===== config.mk =====
export PLATFORM = sky130hd
export DESIGN_NAME = decode_stage
export DESIGN_NICKNAME = d
export VERILOG_FILES = /design/src/rtl/decode_pkg.sv /design/src/rtl/decode_skid_buf.sv /design/src/rtl/decode_stage.sv
export SDC_FILE = /design/constraint.sdc
export NUM_CORES = 1
export LEC_CHECK = 0
export ABC_AREA = 1
export BUFFER_PORTS_ARGS = -buffer_cell sky130_fd_sc_hd__buf_2
export CAP_MARGIN = 20
export CORE_MARGIN = 3
export CORE_UTILIZATION = 51
export DETAILED_ROUTE_END_ITERATION = 8
export PLACE_DENSITY = 0.86
export SLEW_MARGIN = 20
export SYNTH_ARGS = -nofsm -noshare
export SYNTH_HDL_FRONTEND = slang
export SYNTH_SLANG_ARGS = --single-unit

===== constraint.sdc =====
create_clock -name clk -period 2.8 [get_ports clk]
set_input_delay 0.28 -clock clk [delete_from_list [all_inputs] [get_ports clk]]
set_output_delay 0.28 -clock clk [all_outputs]
set_load 0.1 [all_outputs]

===== src/rtl/decode_pkg.sv =====
// ============================================================================
// Module      : decode_pkg
// Description : Shared types and decode helpers for the instruction-decode stage.
// Revision    : 1.0 - initial release
// ============================================================================
`default_nettype none

package decode_pkg;

    // Upper bounds for the record; the stage uses the low bits of each field.
    localparam int MAX_OPW  = 8;
    localparam int MAX_REGW = 8;
    localparam int MAX_MAW  = 16;
    localparam int MAX_IW   = MAX_OPW + 3 * MAX_REGW;

    typedef enum logic [1:0] {
        CLS_ALU   = 2'd0,
        CLS_LOAD  = 2'd1,
        CLS_STORE = 2'd2
    } op_class_t;

    typedef struct packed {
        logic [MAX_OPW-1:0]  opcode;
        logic [MAX_REGW-1:0] ra;
        logic [MAX_REGW-1:0] rb;
        logic [MAX_REGW-1:0] rd;
        logic                ra_en;
        logic                rb_en;
        logic                rd_en;
        logic [MAX_MAW-1:0]  dmaddr;
        logic                mem_en;
        logic                mem_we;
    } decoded_t;

    function automatic logic [MAX_OPW-1:0] op_store_code(input int opw);
        return ~({MAX_OPW{1'b1}} << opw);
    endfunction

    function automatic logic [MAX_OPW-1:0] op_load_code(input int opw);
        return op_store_code(opw) - 1'b1;
    endfunction

    function automatic logic [MAX_IW-1:0] get_field(input logic [MAX_IW-1:0] inst,
                                                    input int lsb, input int width);
        return (inst >> lsb) & ~({MAX_IW{1'b1}} << width);
    endfunction

    function automatic decoded_t decode_inst(input logic [MAX_IW-1:0] inst,
                                             input int opw, input int regw,
                                             input int maw);
        decoded_t           d;
        op_class_t          cls;
        logic [MAX_OPW-1:0] op;
        int                 iw;
        iw  = opw + 3 * regw;
        op  = MAX_OPW'(get_field(inst, iw - opw, opw));
        cls = (op == op_store_code(opw)) ? CLS_STORE :
              (op == op_load_code(opw))  ? CLS_LOAD  : CLS_ALU;
        d        = '0;
        d.opcode = op;
        case (cls)
            CLS_STORE: begin
                d.dmaddr = MAX_MAW'(get_field(inst, 0, maw));
                d.ra     = MAX_REGW'(get_field(inst, maw, regw));
                d.ra_en  = 1'b1;
                d.mem_en = 1'b1;
                d.mem_we = 1'b1;
            end
            CLS_LOAD: begin
                d.dmaddr = MAX_MAW'(get_field(inst, iw - opw - 1 - maw, maw));
                d.rd     = MAX_REGW'(get_field(inst, 0, regw));
                d.rd_en  = 1'b1;
                d.mem_en = 1'b1;
            end
            default: begin
                d.ra    = MAX_REGW'(get_field(inst, 2 * regw, regw));
                d.rb    = MAX_REGW'(get_field(inst, regw, regw));
                d.rd    = MAX_REGW'(get_field(inst, 0, regw));
                d.ra_en = 1'b1;
                d.rb_en = 1'b1;
                d.rd_en = 1'b1;
            end
        endcase
        return d;
    endfunction

endpackage

`default_nettype wire


===== src/rtl/decode_skid_buf.sv =====
// ============================================================================
// Module      : decode_skid_buf
// Description : Two-entry valid/ready skid buffer of decoded records, with flush.
// Revision    : 1.0 - initial release
// ============================================================================
`default_nettype none

module decode_skid_buf
    import decode_pkg::*;
(
    input  logic     clk,
    input  logic     rst,
    input  logic     i_flush,
    input  logic     i_valid,
    output logic     o_ready,
    input  decoded_t i_data,
    output logic     o_valid,
    output decoded_t o_data,
    input  logic     i_pop
);

    logic [1:0] r_cnt;
    logic       r_ready;
    decoded_t   r_head;
    decoded_t   r_tail;

    logic       w_push;
    logic       w_pop;
    logic [1:0] w_cnt_nxt;

    always_comb begin
        w_push    = i_valid & r_ready & ~i_flush;
        w_pop     = i_pop & (r_cnt != 2'd0) & ~i_flush;
        w_cnt_nxt = i_flush ? 2'd0 : (r_cnt + 2'(w_push) - 2'(w_pop));
    end

    // Ready is registered from next occupancy so it never depends on i_pop combinationally.
    always_ff @(posedge clk) begin
        if (rst) begin
            r_cnt   <= 2'd0;
            r_ready <= 1'b1;
            r_head  <= '0;
            r_tail  <= '0;
        end else begin
            r_cnt   <= w_cnt_nxt;
            r_ready <= (w_cnt_nxt != 2'd2);
            if (w_push && ((r_cnt == 2'd0) || ((r_cnt == 2'd1) && w_pop)))
                r_head <= i_data;
            else if (w_pop && (r_cnt == 2'd2))
                r_head <= r_tail;
            if (w_push && (r_cnt == 2'd1) && !w_pop)
                r_tail <= i_data;
        end
    end

    assign o_ready = r_ready;
    assign o_valid = (r_cnt != 2'd0);
    assign o_data  = r_head;

endmodule

`default_nettype wire


===== src/rtl/decode_stage.sv =====
// ============================================================================
// Module      : decode_stage
// Description : Registered decode stage with skid buffer and RAW/WAW scoreboard.
// Revision    : 1.0 - initial release
// ============================================================================
`default_nettype none

module decode_stage
    import decode_pkg::*;
#(
    parameter  int OPW  = 4,
    parameter  int REGW = 3,
    parameter  int MAW  = 4,
    localparam int IW   = OPW + 3 * REGW
) (
    input  logic                 clk,
    input  logic                 rst,
    input  logic                 in_valid,
    output logic                 in_ready,
    input  logic [IW-1:0]        in_inst,
    input  logic                 flush,
    input  logic                 wb_valid,
    input  logic [REGW-1:0]      wb_reg,
    output logic                 out_valid,
    input  logic                 out_ready,
    output logic [OPW-1:0]       out_opcode,
    output logic [REGW-1:0]      out_ra,
    output logic [REGW-1:0]      out_rb,
    output logic [REGW-1:0]      out_rd,
    output logic                 out_ra_en,
    output logic                 out_rb_en,
    output logic                 out_rd_en,
    output logic [MAW-1:0]       out_dmaddr,
    output logic                 out_mem_en,
    output logic                 out_mem_we,
    output logic [2**REGW-1:0]   busy_regs
);

    logic [2**REGW-1:0] r_busy;
    logic [2**REGW-1:0] w_busy_nxt;
    decoded_t           w_dec;
    decoded_t           w_head;
    logic               w_head_valid;
    logic               w_hazard;
    logic               w_fire;
    logic               w_unused_head;

    assign w_dec = decode_inst(MAX_IW'(in_inst), OPW, REGW, MAW);

    decode_skid_buf u_buf (
        .clk     (clk),
        .rst     (rst),
        .i_flush (flush),
        .i_valid (in_valid),
        .o_ready (in_ready),
        .i_data  (w_dec),
        .o_valid (w_head_valid),
        .o_data  (w_head),
        .i_pop   (w_fire)
    );

    // Disabled fields are zero in the record, so the enables alone gate the lookups.
    assign w_hazard  = (w_head.ra_en & r_busy[w_head.ra[REGW-1:0]])
                     | (w_head.rb_en & r_busy[w_head.rb[REGW-1:0]])
                     | (w_head.rd_en & r_busy[w_head.rd[REGW-1:0]]);
    assign out_valid = w_head_valid & ~w_hazard;
    assign w_fire    = out_valid & out_ready;

    always_comb begin
        w_busy_nxt = r_busy;
        if (wb_valid)
            w_busy_nxt[wb_reg] = 1'b0;
        if (w_fire && w_head.rd_en)
            w_busy_nxt[w_head.rd[REGW-1:0]] = 1'b1;
    end

    always_ff @(posedge clk) begin
        if (rst)
            r_busy <= '0;
        else
            r_busy <= w_busy_nxt;
    end

    assign busy_regs     = r_busy;
    assign out_opcode    = w_head.opcode[OPW-1:0];
    assign out_ra        = w_head.ra[REGW-1:0];
    assign out_rb        = w_head.rb[REGW-1:0];
    assign out_rd        = w_head.rd[REGW-1:0];
    assign out_ra_en     = w_head.ra_en;
    assign out_rb_en     = w_head.rb_en;
    assign out_rd_en     = w_head.rd_en;
    assign out_dmaddr    = w_head.dmaddr[MAW-1:0];
    assign out_mem_en    = w_head.mem_en;
    assign out_mem_we    = w_head.mem_we;
    assign w_unused_head = ^w_head;

endmodule

`default_nettype wire


==> results.md <==
Synth:
- In this run, synthesis inferred 0 flip-flops with an integrated enable.
- The Yosys step of the flow raised 0 warnings.
- Sorting the synthesized cells by area gives the leading types as sky130_fd_sc_hd__dfxtp_1 (39%), sky130_fd_sc_hd__nand2_1 (11%), sky130_fd_sc_hd__nor2_1 (10%).
- The synthesized netlist net count is 449.
- The primary flip-flop cell chosen by synthesis mapping is sky130_fd_sc_hd__dfxtp_1.
- Averaged over all synthesized cells, the footprint is 6.69 um2.
- Synthesis inferred between 50 and 60 register bits.
- The cell type with the highest aggregate area in the netlist is sky130_fd_sc_hd__dfxtp_1.
- The leading cell type by number of instances after synthesis is sky130_fd_sc_hd__nand2_1.
- Sequential elements use 38.7% of the synthesized area.
- In this run the cell area of the synthesized design comes to ~2800 um2.
- The number of distinct library cells after synthesis is 31.
- Of the post-synthesis cell area, the dominant cell type holds 38.7%.
- Sorting the synthesized cells by how often they occur yields sky130_fd_sc_hd__nand2_1 (83), sky130_fd_sc_hd__nor2_1 (77), sky130_fd_sc_hd__dfxtp_1 (55).
- After technology mapping, the gate count stands at 425.
- The fraction of registers with async set/reset is 0%.

Timing:
- The setup skew after layout is ~0.0041 ns.
- Setup repair after global routing left no endpoint under its margin.
- Adding up every negative setup slack in the final design gives 0 ns.
- The final critical-path setup slack is 0.465 ns.
- Setup violations remaining at the end of the flow were counted as 0.
- The final-report hold violation count is 0.
- The count of pins over their slew limit came to 0.
- The share of the clock period used by the worst path is a little over four fifths.
- At the pin with the least slew margin, the transition time is 0.656 ns.
- The smallest hold slack is around 0.17 ns.
- Timing would allow up to 428 MHz.
- Counting I/O delays and the setup requirement, the final critical path takes 2.34 ns.
- The worst pin sits at a relative slew slack of 56.2%.

Setup path:
- Traced cell by cell, the critical path runs through nor2_1 -> nand3_1 -> nand2_1 -> nor2_1 -> nand2_1 -> nand2_1 -> nand2_1 -> nor2_4 -> nand3_4 -> nand2_4 -> nand2_4 -> nand2_4 -> inv_2 -> nor2_1 -> nor2_1.
- The largest driver fanout on the critical path is 23.
- The startpoint identified for the worst register-to-register timing path is u_buf.o_data[22].
- The launching element type of the critical path is a flop.
- The category of the worst setup path capture point is a flop.
- The depth of the worst register-to-register path is 15.
- In this run the critical register-to-register path is captured at u_buf.o_data[3].
- At the worst endpoint, the required time is 3.04 ns.
- For this run, the slowest stage of the critical path takes 0.39 ns.
- The master of the slowest instance on the critical path is sky130_fd_sc_hd__dfxtp_4.
- The critical path class is flop to flop.
- STA puts the critical path data arrival time at between 2 and 3 ns.
- Across all register-to-register paths, the minimum setup slack is approximately 0.46 ns.

Clock tree:
- The number of setup buffers added after CTS is 0.
- The maximum clock path buffer count is 2.
- The TritonCTS clock tree is done.
- The number of buffers created by CTS is 5.
- The number of levels in the clock H-tree is 2.
- The quantity of gates resized following cts is 0.
- CTS saw 55 sinks.
- For this design, the CTS-stage hold fixing added 0 buffers.
- The clock latency on the worst-skew pair is 0.30 ns.
- Clock-pin slew was measured on the worst setup and hold paths at 0.09 ns.
- The CTS root buffer is sky130_fd_sc_hd__clkbuf_8.

Final layout:
- The number of antenna diodes in the final layout is 0.
- At the end of the flow, the number of nets in the layout was 493.
- Of the cells placed in the final design, the portion with a size suffix greater than 1 is 20.0%.
- The post-layout utilization of the core is 61.1%.
- Relative to the synthesized area, the layout overhead comes to 12.5%.
- The post-route standard cell area excluding fillers is 3200 um2.

GRT:
- The via count of the first global-routing pass is 2727.
- The final global-route overflow total is 0.
- Global routing used 24.2% of the available tracks across all layers.
- Entering global routing, the biggest net connects 29 pins.
- The initial antenna violation count is 0.
- The first-pass GRT wire length is 12400 um.

Die:
- For this configuration, the core starts out at a cell density of approximately 54%.
- The area of the core is 5240 um2.
- The die boundary width is between 80 and 90 um.
- The total die area is 6510 um2.
- In this run the core area contains 26 standard-cell rows.
- The number of primary I/O pins is 54.
- The die is 80.7 um tall.

Route:
- For this block, the routed nets add up to about 7300 um of wire.
- The remaining antenna violation count is 0.
- The number of design rule violations left after detail routing is 0.
- The post-detailed-route via-to-cell ratio is 5.41.
- The detailed-router iteration count before antenna repair is 5.
- The routed wirelength normalized by instance count is 13.6 um.
- The detailed router's first-iteration violation count is 256.
- The detailed router placed 2917 vias in this run.

Run status:
- The run finished with clean final reports.

Placement:
- The last weighted congestion value of the routability-driven placer is 0.900.
- Once detailed placement completed, the half-perimeter wirelength came to 5420 um.
- The pre-CTS worst setup slack is around 0.52 ns.
- After detailed placement, the total cell area comes to 3120 um2.
- Input and output buffers added on the ports amount to 53.

Worst hold path:
- In this run the worst hold path is classified as input port to flop.
- The hold path startpoint is flush.
- The number of cells traversed by the worst hold path is 2.
- The worst hold path terminates at u_buf.r_cnt[1].

Job:
- The tool flagged a number of max-cap violations equal to 0.

Pwr:
- The leakage power figure is 1.56 nW.
- Across the VDD grid, the largest voltage drop is 0.000239 V.
- The power density over the cells is ~530 nW/um2.
-- power by group --
group	switching (W)	internal, W	total, W
Sequential	0.0000372	0.000815	0.000852
Combinational	0.000329	0.0000889	0.000418
Clock	0.000238	0.000173	0.000411
-- flip-flops by register name, indices dropped and copies added, names as in the netlist --
name and cells:
u_buf.r_tail 22, u_buf.r_cnt 2, u_buf.o_ready 1, u_buf.o_data 22, busy_regs 8
-- layer usage --
layer / wire length [um] / vias up / global-route usage, %
met1: 3150 / 1320 / 30.7
met5: 0 / - / 0
li1: - / 1456 / -
met4: 162 / 0 / 10.3
met3: 515 / 16 / 4.15
met2: 3490 / 125 / 40.3
-- critical path, delay by kind of cell, from the launching register on --
kind                   cells  cell delay, ns
buffers and inverters      1            0.24
AND/OR/NAND/NOR           14            1.63
flip-flops                 1            0.39
-- cell families after synthesis --
| kind of cell | count (synthesis) | synth area share, % |
|---|---|---|
| buffers and inverters | 67 | 10.8 |
| xor gates and xnor gates | 2 | 0.616 |
| DFF | 55 | 38.7 |
| and+or+nand+nor | 237 | 37.4 |
| AOI/OAI and AO/OA | 62 | 11.6 |
| adders and majority gates | 2 | 0.880 |
-- through the flow --
stage | total power [W] | cells
finish | 0.00168 | 539
global route | 0.00176 | 539
CTS | 0.00169 | 539
detailed placement | 0.00128 | 532
global placement | 0.00128 | 532
floorplan | 0.00121 | 425
-- final cells by class --
class / instances / area (um2)
fill: 492 / 2040
timing repair buffer: 56 / 288
tap: 70 / 87.6
multi-input combinational: 303 / 1440
inverter: 48 / 183
clock buffer: 7 / 76.3
sequential: 55 / 1130
-- worst max-delay path by stage --
stage,start,depth (start not counted),slack (ns),endpoint
4_1_cts,u_buf.o_data[22],15,0.49,u_buf.o_data[37]
6_report,u_buf.o_data[22],15,0.46,u_buf.o_data[3]
3_3_place_gp,u_buf.o_data[21],16,0.59,u_buf.o_data[37]
5_1_grt,u_buf.o_data[22],15,0.21,u_buf.o_data[29]
3_5_place_dp,u_buf.o_data[22],16,0.52,u_buf.o_ready
2_1_floorplan,u_buf.o_data[21],17,0.01,u_buf.o_ready
-- cell usage in the layout (no fill, tap or decap), drive strengths merged --
cell	count
nand3	50
nor3	1
nand4	8
clkinv	1
o21ai	39
buf	56
a21oi	13
nand3b	7
o211ai	1
a211oi	4
clkbuf	7
xor2	1
dfxtp	55
nand2	87
ha	2
xnor2	1
o22ai	5
or2	1
inv	47
nor2	83
(Power assumes the default switching activity.)
